--- src/rtl/cpu_types_pkg.sv ---
// Shared types for the dual-core memory arbiter: RAM handshake state, data word,
// arbiter FSM state and the kind of request currently holding the grant.
package cpu_types_pkg;

  typedef logic [31:0] word_t;

  typedef enum logic [1:0] {
    FREE   = 2'd0,
    BUSY   = 2'd1,
    ACCESS = 2'd2,
    ERROR  = 2'd3
  } ramstate_t;

  typedef enum logic [1:0] {
    IDLE   = 2'd0,
    SERVE  = 2'd1,
    SCFAIL = 2'd2
  } arb_state_t;

  typedef enum logic [2:0] {
    GT_INSTR = 3'd0,
    GT_READ  = 3'd1,
    GT_WRITE = 3'd2,
    GT_LL    = 3'd3,
    GT_SC    = 3'd4
  } grant_t;

  localparam word_t SC_PASS = 32'd1;

  function automatic logic gt_is_write(grant_t t);
    return (t == GT_WRITE) || (t == GT_SC);
  endfunction

endpackage

--- src/rtl/mem_arbiter_if.sv ---
// Core-side request/response bundle plus the single shared RAM port.
// master = cores and RAM, slave = the arbiter.
interface mem_arbiter_if #(
  parameter int CPUS   = 2,
  parameter int ADDR_W = 32
);
  import cpu_types_pkg::*;

  logic [CPUS-1:0]             iREN;
  logic [CPUS-1:0][ADDR_W-1:0] iaddr;
  logic [CPUS-1:0]             iwait;
  logic [CPUS-1:0][31:0]       iload;

  logic [CPUS-1:0]             dREN;
  logic [CPUS-1:0]             dWEN;
  logic [CPUS-1:0]             datomic;
  logic [CPUS-1:0][ADDR_W-1:0] daddr;
  logic [CPUS-1:0][31:0]       dstore;
  logic [CPUS-1:0]             dwait;
  logic [CPUS-1:0][31:0]       dload;

  logic                        ramREN;
  logic                        ramWEN;
  logic [ADDR_W-1:0]           ramaddr;
  word_t                       ramstore;
  word_t                       ramload;
  ramstate_t                   ramstate;

  modport slave (
    input  iREN, iaddr, dREN, dWEN, datomic, daddr, dstore, ramload, ramstate,
    output iwait, iload, dwait, dload, ramREN, ramWEN, ramaddr, ramstore
  );

  modport master (
    output iREN, iaddr, dREN, dWEN, datomic, daddr, dstore, ramload, ramstate,
    input  iwait, iload, dwait, dload, ramREN, ramWEN, ramaddr, ramstore
  );

endinterface

--- src/rtl/mem_arbiter_rr_picker.sv ---
// Two-way round-robin pick: a lone requester always wins, a tie goes to ptr_i,
// the core after the last one granted.
module rr_picker (
  input  logic [1:0] req_i,
  input  logic       ptr_i,
  output logic [1:0] gnt_o
);

  always_comb begin
    gnt_o = '0;
    if (req_i == 2'b11) gnt_o[ptr_i] = 1'b1;
    else                gnt_o = req_i;
  end

endmodule

--- src/rtl/mem_arbiter.sv ---
// Arbitrates two cores' instruction and data ports onto one RAM port, with
// per-core LL/SC link registers. Built for exactly two cores.
module mem_arbiter
  import cpu_types_pkg::*;
#(
  parameter int CPUS   = 2,
  parameter int ADDR_W = 32
) (
  input logic          CLK,
  input logic          nRST,
  mem_arbiter_if.slave bus
);

  localparam int LA_W = ADDR_W - 2;

  arb_state_t                state_q;
  grant_t                    gtype_q;
  logic                      gcore_q;
  logic                      rr_q;
  logic [CPUS-1:0]           link_v_q;
  logic [CPUS-1:0][LA_W-1:0] link_a_q;
  logic                      ram_ren_q;
  logic                      ram_wen_q;
  logic [ADDR_W-1:0]         ram_addr_q;
  word_t                     ram_store_q;

  logic [CPUS-1:0]   dreq;
  logic [CPUS-1:0]   pick_req;
  logic [CPUS-1:0]   pick_gnt;
  logic [CPUS-1:0]   gsel;
  logic              use_data;
  logic              win_core;
  logic              win_sc_ok;
  logic              access;
  grant_t            win_type;
  logic [ADDR_W-1:0] win_addr;

  // Data requests shadow instruction fetches entirely; RR only breaks core ties.
  assign dreq     = bus.dREN | bus.dWEN;
  assign use_data = |dreq;
  assign pick_req = use_data ? dreq : bus.iREN;

  rr_picker u_rr (
    .req_i (pick_req),
    .ptr_i (rr_q),
    .gnt_o (pick_gnt)
  );

  assign win_core  = pick_gnt[1];
  assign win_addr  = use_data ? bus.daddr[win_core] : bus.iaddr[win_core];
  assign win_sc_ok = link_v_q[win_core] &&
                     (link_a_q[win_core] == win_addr[ADDR_W-1:2]);
  assign access    = (state_q == SERVE) && (bus.ramstate == ACCESS);
  assign gsel      = CPUS'(1) << gcore_q;

  always_comb begin
    win_type = GT_INSTR;
    if (use_data) begin
      if (bus.dWEN[win_core]) win_type = bus.datomic[win_core] ? GT_SC : GT_WRITE;
      else                    win_type = bus.datomic[win_core] ? GT_LL : GT_READ;
    end
  end

  always_ff @(posedge CLK or negedge nRST) begin
    if (!nRST) begin
      state_q     <= IDLE;
      gtype_q     <= GT_INSTR;
      gcore_q     <= 1'b0;
      rr_q        <= 1'b0;
      link_v_q    <= '0;
      link_a_q    <= '0;
      ram_ren_q   <= 1'b0;
      ram_wen_q   <= 1'b0;
      ram_addr_q  <= '0;
      ram_store_q <= '0;
    end else begin
      case (state_q)
        IDLE: begin
          if (|pick_gnt) begin
            gcore_q <= win_core;
            gtype_q <= win_type;
            // A doomed SC never touches RAM; it is answered in SCFAIL.
            if (win_type == GT_SC && !win_sc_ok) begin
              state_q <= SCFAIL;
            end else begin
              state_q     <= SERVE;
              ram_ren_q   <= !gt_is_write(win_type);
              ram_wen_q   <= gt_is_write(win_type);
              ram_addr_q  <= win_addr;
              ram_store_q <= gt_is_write(win_type) ? bus.dstore[win_core] : '0;
            end
          end
        end
        SERVE: begin
          // BUSY and ERROR both just hold the strobes until RAM answers.
          if (bus.ramstate == ACCESS) begin
            state_q     <= IDLE;
            rr_q        <= ~gcore_q;
            ram_ren_q   <= 1'b0;
            ram_wen_q   <= 1'b0;
            ram_addr_q  <= '0;
            ram_store_q <= '0;
            for (int c = 0; c < CPUS; c++) begin
              if (c == int'(gcore_q)) begin
                if (gtype_q == GT_LL) begin
                  link_v_q[c] <= 1'b1;
                  link_a_q[c] <= ram_addr_q[ADDR_W-1:2];
                end else if (gtype_q == GT_SC) begin
                  link_v_q[c] <= 1'b0;
                end
              end else if (gt_is_write(gtype_q) &&
                           link_a_q[c] == ram_addr_q[ADDR_W-1:2]) begin
                link_v_q[c] <= 1'b0;
              end
            end
          end
        end
        SCFAIL: begin
          state_q           <= IDLE;
          rr_q              <= ~gcore_q;
          link_v_q[gcore_q] <= 1'b0;
        end
        default: state_q <= IDLE;
      endcase
    end
  end

  assign bus.ramREN   = ram_ren_q;
  assign bus.ramWEN   = ram_wen_q;
  assign bus.ramaddr  = ram_addr_q;
  assign bus.ramstore = ram_store_q;

  // Every requester waits by default; only the granted one is released, and only
  // in its completion cycle.
  always_comb begin
    bus.iwait = bus.iREN;
    bus.dwait = dreq;
    bus.iload = '0;
    bus.dload = '0;
    for (int c = 0; c < CPUS; c++) begin
      if (gsel[c] && access) begin
        if (gtype_q == GT_INSTR) begin
          bus.iwait[c] = 1'b0;
          bus.iload[c] = bus.ramload;
        end else begin
          bus.dwait[c] = 1'b0;
          case (gtype_q)
            GT_SC:          bus.dload[c] = SC_PASS;
            GT_READ, GT_LL: bus.dload[c] = bus.ramload;
            default:        bus.dload[c] = '0;
          endcase
        end
      end
      if (gsel[c] && state_q == SCFAIL) bus.dwait[c] = 1'b0;
    end
  end

endmodule

--- src/flat_wrapper.sv ---
// flat-port wrapper written by rule: the top's interface ports become plain ports
module mem_arbiter_flat import cpu_types_pkg::*;
#(
  parameter int CPUS   = 2,
  parameter int ADDR_W = 32
)
  (CLK, nRST, bus_iREN, bus_iaddr, bus_dREN, bus_dWEN, bus_datomic, bus_daddr, bus_dstore, bus_ramload, bus_ramstate, bus_iwait, bus_iload, bus_dwait, bus_dload, bus_ramREN, bus_ramWEN, bus_ramaddr, bus_ramstore);
  mem_arbiter_if #(.CPUS(CPUS), .ADDR_W(ADDR_W)) bus_i ();
  input logic CLK;
  input logic nRST;
  input wire logic [$bits(bus_i.iREN)-1:0] bus_iREN;
  input wire logic [$bits(bus_i.iaddr)-1:0] bus_iaddr;
  input wire logic [$bits(bus_i.dREN)-1:0] bus_dREN;
  input wire logic [$bits(bus_i.dWEN)-1:0] bus_dWEN;
  input wire logic [$bits(bus_i.datomic)-1:0] bus_datomic;
  input wire logic [$bits(bus_i.daddr)-1:0] bus_daddr;
  input wire logic [$bits(bus_i.dstore)-1:0] bus_dstore;
  input wire logic [$bits(bus_i.ramload)-1:0] bus_ramload;
  input wire logic [$bits(bus_i.ramstate)-1:0] bus_ramstate;
  output wire logic [$bits(bus_i.iwait)-1:0] bus_iwait;
  output wire logic [$bits(bus_i.iload)-1:0] bus_iload;
  output wire logic [$bits(bus_i.dwait)-1:0] bus_dwait;
  output wire logic [$bits(bus_i.dload)-1:0] bus_dload;
  output wire logic [$bits(bus_i.ramREN)-1:0] bus_ramREN;
  output wire logic [$bits(bus_i.ramWEN)-1:0] bus_ramWEN;
  output wire logic [$bits(bus_i.ramaddr)-1:0] bus_ramaddr;
  output wire logic [$bits(bus_i.ramstore)-1:0] bus_ramstore;
  assign bus_i.iREN = bus_iREN;
  assign bus_i.iaddr = bus_iaddr;
  assign bus_i.dREN = bus_dREN;
  assign bus_i.dWEN = bus_dWEN;
  assign bus_i.datomic = bus_datomic;
  assign bus_i.daddr = bus_daddr;
  assign bus_i.dstore = bus_dstore;
  assign bus_i.ramload = bus_ramload;
  assign bus_i.ramstate = bus_ramstate;
  assign bus_iwait = bus_i.iwait;
  assign bus_iload = bus_i.iload;
  assign bus_dwait = bus_i.dwait;
  assign bus_dload = bus_i.dload;
  assign bus_ramREN = bus_i.ramREN;
  assign bus_ramWEN = bus_i.ramWEN;
  assign bus_ramaddr = bus_i.ramaddr;
  assign bus_ramstore = bus_i.ramstore;
  mem_arbiter #(.CPUS(CPUS), .ADDR_W(ADDR_W)) u_core (.CLK(CLK), .nRST(nRST), .bus(bus_i));
endmodule
--- config.mk ---
export PLATFORM = sky130hd
export DESIGN_NAME = mem_arbiter_flat
export DESIGN_NICKNAME = d
export VERILOG_FILES = /design/src/rtl/cpu_types_pkg.sv /design/src/rtl/mem_arbiter_if.sv /design/src/rtl/mem_arbiter_rr_picker.sv /design/src/rtl/mem_arbiter.sv /design/src/flat_wrapper.sv
export SDC_FILE = /design/constraint.sdc
export NUM_CORES = 1
export LEC_CHECK = 0
export CAP_MARGIN = 20
export CELL_PAD_IN_SITES_DETAIL_PLACEMENT = 1
export CELL_PAD_IN_SITES_GLOBAL_PLACEMENT = 1
export CORE_AREA = 2 2 173 175
export DETAILED_ROUTE_END_ITERATION = 10
export DIE_AREA = 0 0 175 177
export PLACE_DENSITY_LB_ADDON = 0.3
export SYNTH_ARGS = -nofsm -noshare
export SYNTH_HDL_FRONTEND = slang
export SYNTH_HIERARCHICAL = 1
export SYNTH_SLANG_ARGS = --single-unit
--- constraint.sdc ---
create_clock -name CLK -period 4.3 [get_ports CLK]
set_input_delay 0.86 -clock CLK [delete_from_list [all_inputs] [get_ports CLK]]
set_output_delay 0.86 -clock CLK [all_outputs]
set_load 0.1 [all_outputs]
**After elaboration in Yosys (flattened, before gate mapping)**

Index checks and enable logic that the tools add are counted.

- Input bits: 236
- Output and inout port bits: 198
- Word-level logic and storage cells: 143
- Register bits: 135

- Eq/ne operators: 20
- Bitwise logic cells: 4
- Shifts and indexed selects: 1
- Mux-type cells: 71
- Reduce and logical (&&, ||, !) cells: 30
- Order comparisons: 5

Operators by type and width:

| cell | count |
|---|---|
| 32-bit 2-to-1 mux | 19 |
| 32-bit case mux with 2 select lines | 3 |
| 30-bit == test | 3 |
| 30-bit 2-to-1 mux | 2 |
| 1-bit 2-to-1 mux | 30 |
| 4-bit AND reduction | 5 |
| 2-bit 2-to-1 mux | 7 |
| 1-bit logical AND | 11 |
| 3-bit by 2-bit == test with 1-bit output (second input constant) | 3 |
| 3-bit 2-to-1 mux | 3 |
| 2-bit case mux with 2 select lines | 2 |
| 2-bit == test (second input constant) | 3 |
| 3-bit == test (second input constant) | 2 |
| 1-bit by 2-bit less-than comparator with 1-bit output (second input constant) | 3 |
| 1-bit case mux with 2 select lines | 3 |
| 2-bit AND reduction | 3 |
| 2-bit OR reduction | 3 |
| 2-bit inequality test (second input constant) | 2 |
| 4-bit by 3-bit inequality test with 1-bit output (second input constant) | 1 |
| 4-bit inequality test (second input constant) | 1 |
| 2-bit nonzero test | 2 |
| 3-bit by 1-bit == test with 1-bit output (second input constant) | 1 |
| 3-bit logical NOT | 1 |
| 3-bit by 2-bit inequality test with 1-bit output (second input constant) | 1 |
| 13 further kinds | 17 |

**Depth between registers and ports, before layout**

- Word-level depth: 16
- Mapped depth: 17
- Depth with buffers taken out: 11

**Modules after synthesis**

The synthesis kept the hierarchy.

Modules (own cells, without submodules):

| module | times used | sequential area each (um^2) | area each (um^2) | cells each |
|---|---|---|---|---|
| mem_arbiter | 1 | 3378.2 | 8558.2 | 744 |
| rr_picker | 1 | 0.0 | 18.8 | 3 |

**Worst setup path before layout**

Ideal clock, no wire load.

- Kind: input-to-reg
- From: in bus_dWEN[0]
- To: reg u_core.ram_addr_q[5] (netlist: u_core/bus.ramaddr[5])
- Data arrival time: 4.289 ns
- Path slack: -0.058 ns
- Required time: 4.231 ns
- Buffers on the path: 7
- Setup time: 0.069 ns
- Stages on the path: 17
- Cell sequence: nor2_1 > nand2_1 > nand2_1 > a21boi_1 > buf_4 > buf_2 > clkbuf_1 > buf_1 > clkbuf_1 > mux2_2 > ha_1 > and3b_1 > o21ai_0 > nor2_1 > buf_2 > buf_2 > a22o_1

- Cells in the longest elaborated chain, start to end: 14
- Elaborated cells between the ends (all ways): 34
- Those cells by class: 5 x eq/ne; 22 x mux; 1 x bitwise; 6 x reduce/logical

RTL lines:

| item | line | source |
|---|---|---|
| start, declared | flat_wrapper.sv:14 | `input wire logic [$bits(bus_i.dWEN)-1:0] bus_dWEN;` |
| 2-bit OR (*) | mem_arbiter.sv:39 | `assign dreq = bus.dREN \| bus.dWEN;` |
| 2-bit OR reduction (*) | mem_arbiter.sv:40 | `assign use_data = \|dreq;` |
| 2-bit 2-to-1 mux (*) | mem_arbiter.sv:41 | `assign pick_req = use_data ? dreq : bus.iREN;` |
| named net u_core.pick_req[1] | mem_arbiter.sv:28 | `logic [CPUS-1:0] pick_req;` |
| 2-bit == test | mem_arbiter_rr_picker.sv:11 | `if (req_i == 2'b11) gnt_o[ptr_i] = 1'b1;` |
| 2-bit 2-to-1 mux (*) | mem_arbiter_rr_picker.sv:11 |  |
| named net u_core.pick_gnt[1] | mem_arbiter.sv:29 | `logic [CPUS-1:0] pick_gnt;` |
| 32-bit 2-to-1 mux (implied by the code) / 1-bit 2-to-1 mux (equally long branches) (2 in series) | mem_arbiter.sv:50, mem_arbiter.sv:59, mem_arbiter.sv:60 |  |
| 32-bit 2-to-1 mux, or another cell as far along | mem_arbiter.sv:50 | `assign win_addr = use_data ? bus.daddr[win_core] : bus.iaddr[win_core];` |
| 30-bit == test / 3-bit 2-to-1 mux (equally long branches) | mem_arbiter.sv:52, mem_arbiter.sv:59 |  |
| 1-bit logical AND / 3-bit 2-to-1 mux (equally long branches) | mem_arbiter.sv:51, mem_arbiter.sv:58 |  |
| 1-bit logical NOT / 3-bit == test (equally long branches) | mem_arbiter.sv:83 | `if (win_type == GT_SC && !win_sc_ok) begin` |
| 1-bit logical AND | mem_arbiter.sv:83 |  |
| 2-bit inequality test (no line) | - |  |
| 4-bit AND reduction (no line) | - |  |
| end signal, assigned | mem_arbiter.sv:89 | `ram_addr_q <= win_addr;` |
| end, declared | mem_arbiter.sv:24 | `logic [ADDR_W-1:0] ram_addr_q;` |

The timed path passes the listed nets; every way through them passes the cells marked *. The select of a mux whose other input is x is not followed.
A chain may end at the register's enable or synchronous reset.

**Final worst setup path**

- From: in bus_dWEN[0]
- To: reg u_core.ram_addr_q[12] (netlist: u_core/bus.ramaddr[12])

The elaborated chain is that of the path after synthesis.

==> out/results.txt <==
Post-synth top cells - dfrtp_1 (135), and2_1 (126), mux2_2 (94)
Setup-failing EPs final - 0
Worst Reg2Reg Path Length in Cells - 11
WP buf/inv - 3
Design area - 15600 um2
Placed Cells - 1567
GR Util All Layers - 22.3%
Num rows - 63
Root Buffer - clkbuf_16
CTS Buf Count - 17
Fin nets - 1435
Power per cell area - 649 nW/um2
CP max stage cell - mux4_2
HPWL after detailed placement - 28.0 mm
Die W - 175 um
Layout cell share with drive strength beyond 1 - 28.7%
Vias - 7945
Yosys reg bits - 135
Initial antenna violation count - 1
Number of I/O pins - 434
Skew-Pair Late Insertion Delay - 0.42 ns
Static Leakage - 6.72 nW
Slew @ Worst Pin - 1.06 ns
Fmax - 0.242 GHz
Count leader, synth - dfrtp_1
Die height - 177 um
Clock sink count - 135
Initial core utilization - 29.3%
Setup crit start kind - primary input
Sequential-to-total area share from yosys stat - 39.4%
Area leader, netlist - dfrtp_1
Worst Path Required - 4.65 ns
Slew headroom - 29.0%
FF-to-FF End - u_core/bus.ramaddr[12]
Syn Area/Cell - 11.5 um2
Routed Antenna Nets - 0
Asr flop ratio synth - 100%
Slowest cell delay on critical path - 0.55 ns
Crit-path cells - clkdlybuf4s50_1 -> nor2_2 -> nand2_1 -> nand2_1 -> a21boi_4 -> buf_12 -> mux4_2 -> xor2_1 -> nand4_1 -> nor4_2 -> nand4b_1 -> a21oi_4 -> buf_4 -> a22o_1
Vias/cell - 4.96
DRT iter0 DRCs - 341
DR WL/cell - 22.0 um
Vias in the first global route - 8623
Yosys cell types - 47
EDFF count, synth - 0
Crit-path max FO - 13
Number of port buffers - 433
Cell Area, Placed - 14900 um2
Router iterations before antenna repair - 4
R2R setup slack - 1.01 ns
Pre-CTS setup slack - -0.403 ns
Setup TNS - 0 ns
Reg clk slew, reported paths - 0.07 ns
R2r startpoint - u_core/rr_q
CP dominant cell by count - nand2_1
DRC errors left - 0
Top-area cell type share of the netlist area - 39.4%
RSZ-0062 raised after global routing - false
Worst Skew - 0.0139 ns
Yosys Warn Count - 6
Setup crit start - bus_dWEN[0]
Syn nets - 984
Hold Vio Cnt, Final - 0
First-pass GRT wire length - 52.5 mm
PnR worst setup slack - 0.175 ns
Critical path type - in -> reg
Tcrit/Tclk final - 95.9%
Layout area overhead - 81.6%
Die footprint - 31000 um2
Max-slew violations - 0
Critical path arrival - 4.48 ns
Peak supply drop - 0.442 mV
Drt total wl - 35.2 mm
CTS tree - yes
Fin crit period - 4.12 ns
Status - finished, final reports clean
H-Tree Depth - 4
Worst min path class - in -> async
Post-synth top flop - dfrtp_1
Placer Congestion - 0.800
Largest delay share family, worst path - simple AND/OR/NAND/NOR gates
Largest cells by area after synthesis - dfrtp_1 (39%), mux2_2 (12%), and2_1 (9.2%), xor2_1 (8.3%), mux4_2 (7.1%)
Max-Cap Viols - 0
GR Overflow Total - 0
Kind of end point of the critical path - flop
Post-Layout Cell Count - 1602
Largest net degree at the start of global routing - 76
CTS max path bufs - 2
Synthesized cell area - 8580 um2
Mapped Cells - 747
Core ar. - 29200 um2
==> sequential cells by signal, indices dropped and copies added (netlist names), 2 cells and up <==
signal and count:
u_core/link_a_q 60, u_core/bus.ramaddr 32, u_core/bus.ramstore 32, u_core/gtype_q 3, u_core/state_q 2, u_core/link_v_q 2
==> logic make-up (layout without fill, tap and decap cells) <==
family	count (synthesis)	after routing	synth area share, %
adders and majority gates	1	1	0.146
buffers and inverters	54	518	3.01
muxes	158	158	23.7
xor gates and xnor gates	95	95	9.70
DFF	135	135	39.4
other	0	1	0
AOI/OAI and AO/OA	94	94	9.53
and+or+nand+nor	210	210	14.5
==> where the power goes <==
group / total, W / internal, W / switching (W)
registers: 0.00238 / 0.00179 / 0.000592
clock network: 0.00144 / 0.000827 / 0.000613
logic: 0.00629 / 0.00220 / 0.00408
==> worst max-delay path by stage <==
stage               cells after the start                      to  slack (ns)
floorplan                              17   u_core/bus.ramaddr[5]        0.06
global placement                       14  u_core/bus.ramaddr[17]       -0.27
detailed placement                     14  u_core/bus.ramaddr[29]       -0.40
CTS                                    14  u_core/bus.ramaddr[12]        0.07
global route                           14  u_core/bus.ramaddr[15]        0.04
finish                                 14  u_core/bus.ramaddr[12]        0.18
==> layer usage <==
layer  vias to the layer above  wire length [um]  GRT usage, %
met2                       270             19300          42.2
li1                       3623                 -             -
met5                         -                 0             0
met1                      4023             13600          25.6
met3                        29              1710          4.04
met4                         0               668          6.63
==> metrics by stage <==
step | util (%) | hold slack [ns] | total power [W]
after global routing | 53.3 | 0.503 | 0.0106
after floorplan | - | 0.498 | 0.00661
final | 53.3 | 0.456 | 0.0101
after global placement | 51.1 | 0.473 | 0.00854
after CTS | 53.1 | 0.487 | 0.0101
after detailed placement | 51.1 | 0.480 | 0.00865
==> final cells by class <==
cell class | instances | area (um2)
fillers | 2974 | 13700
repair buffers | 484 | 6120
multi-input cells | 558 | 5000
flip-flops and latches | 135 | 3380
well taps | 390 | 488
clock buffers | 18 | 439
clock inverters | 14 | 140
inverters | 2 | 7.51
diodes | 1 | 2.50
==> worst register-to-register path, cell delays in order (launching register included) <==
cell and delay (ns):
dfrtp_1 0.38, inv_1 0.09, a21boi_4 0.25, buf_12 0.21, mux4_2 0.57, xor2_1 0.19
nand4_1 0.23, nor4_2 0.37, nand4b_1 0.24, a21oi_4 0.27, buf_4 0.25, a22o_1 0.18
==> placed cells by master, fill, tap and decap left out, drive strengths merged, types with 2 or more instances in the layout <==
cell           count
inv                8
clkdlybuf4s50    300
mux4              27
xnor2             14
mux2i             37
a21boi             2
nand3              4
clkinv             6
nand2b             5
buf              183
dfrtp            135
nand3b             2
nor2b              6
a22o              33
nand2             17
nor4              19
nor3               2
mux2              94
nor2              16
clkbuf            19
xor2              81
and2             126
o21ai              9
a32o              35
a21oi              4
nand4              6
or3                3
==> what timing repair did <==
action / 4_1_cts / 5_1_grt
hold buffers: 0 / 0
gates cloned: 0 / 1
pin swaps: 0 / 1
setup buffers: 0 / 1
gates resized for setup: 1 / 3
endpoints found under the setup margin: 1 / 66
No activity file was read; power rests on OpenSTA's default activity.
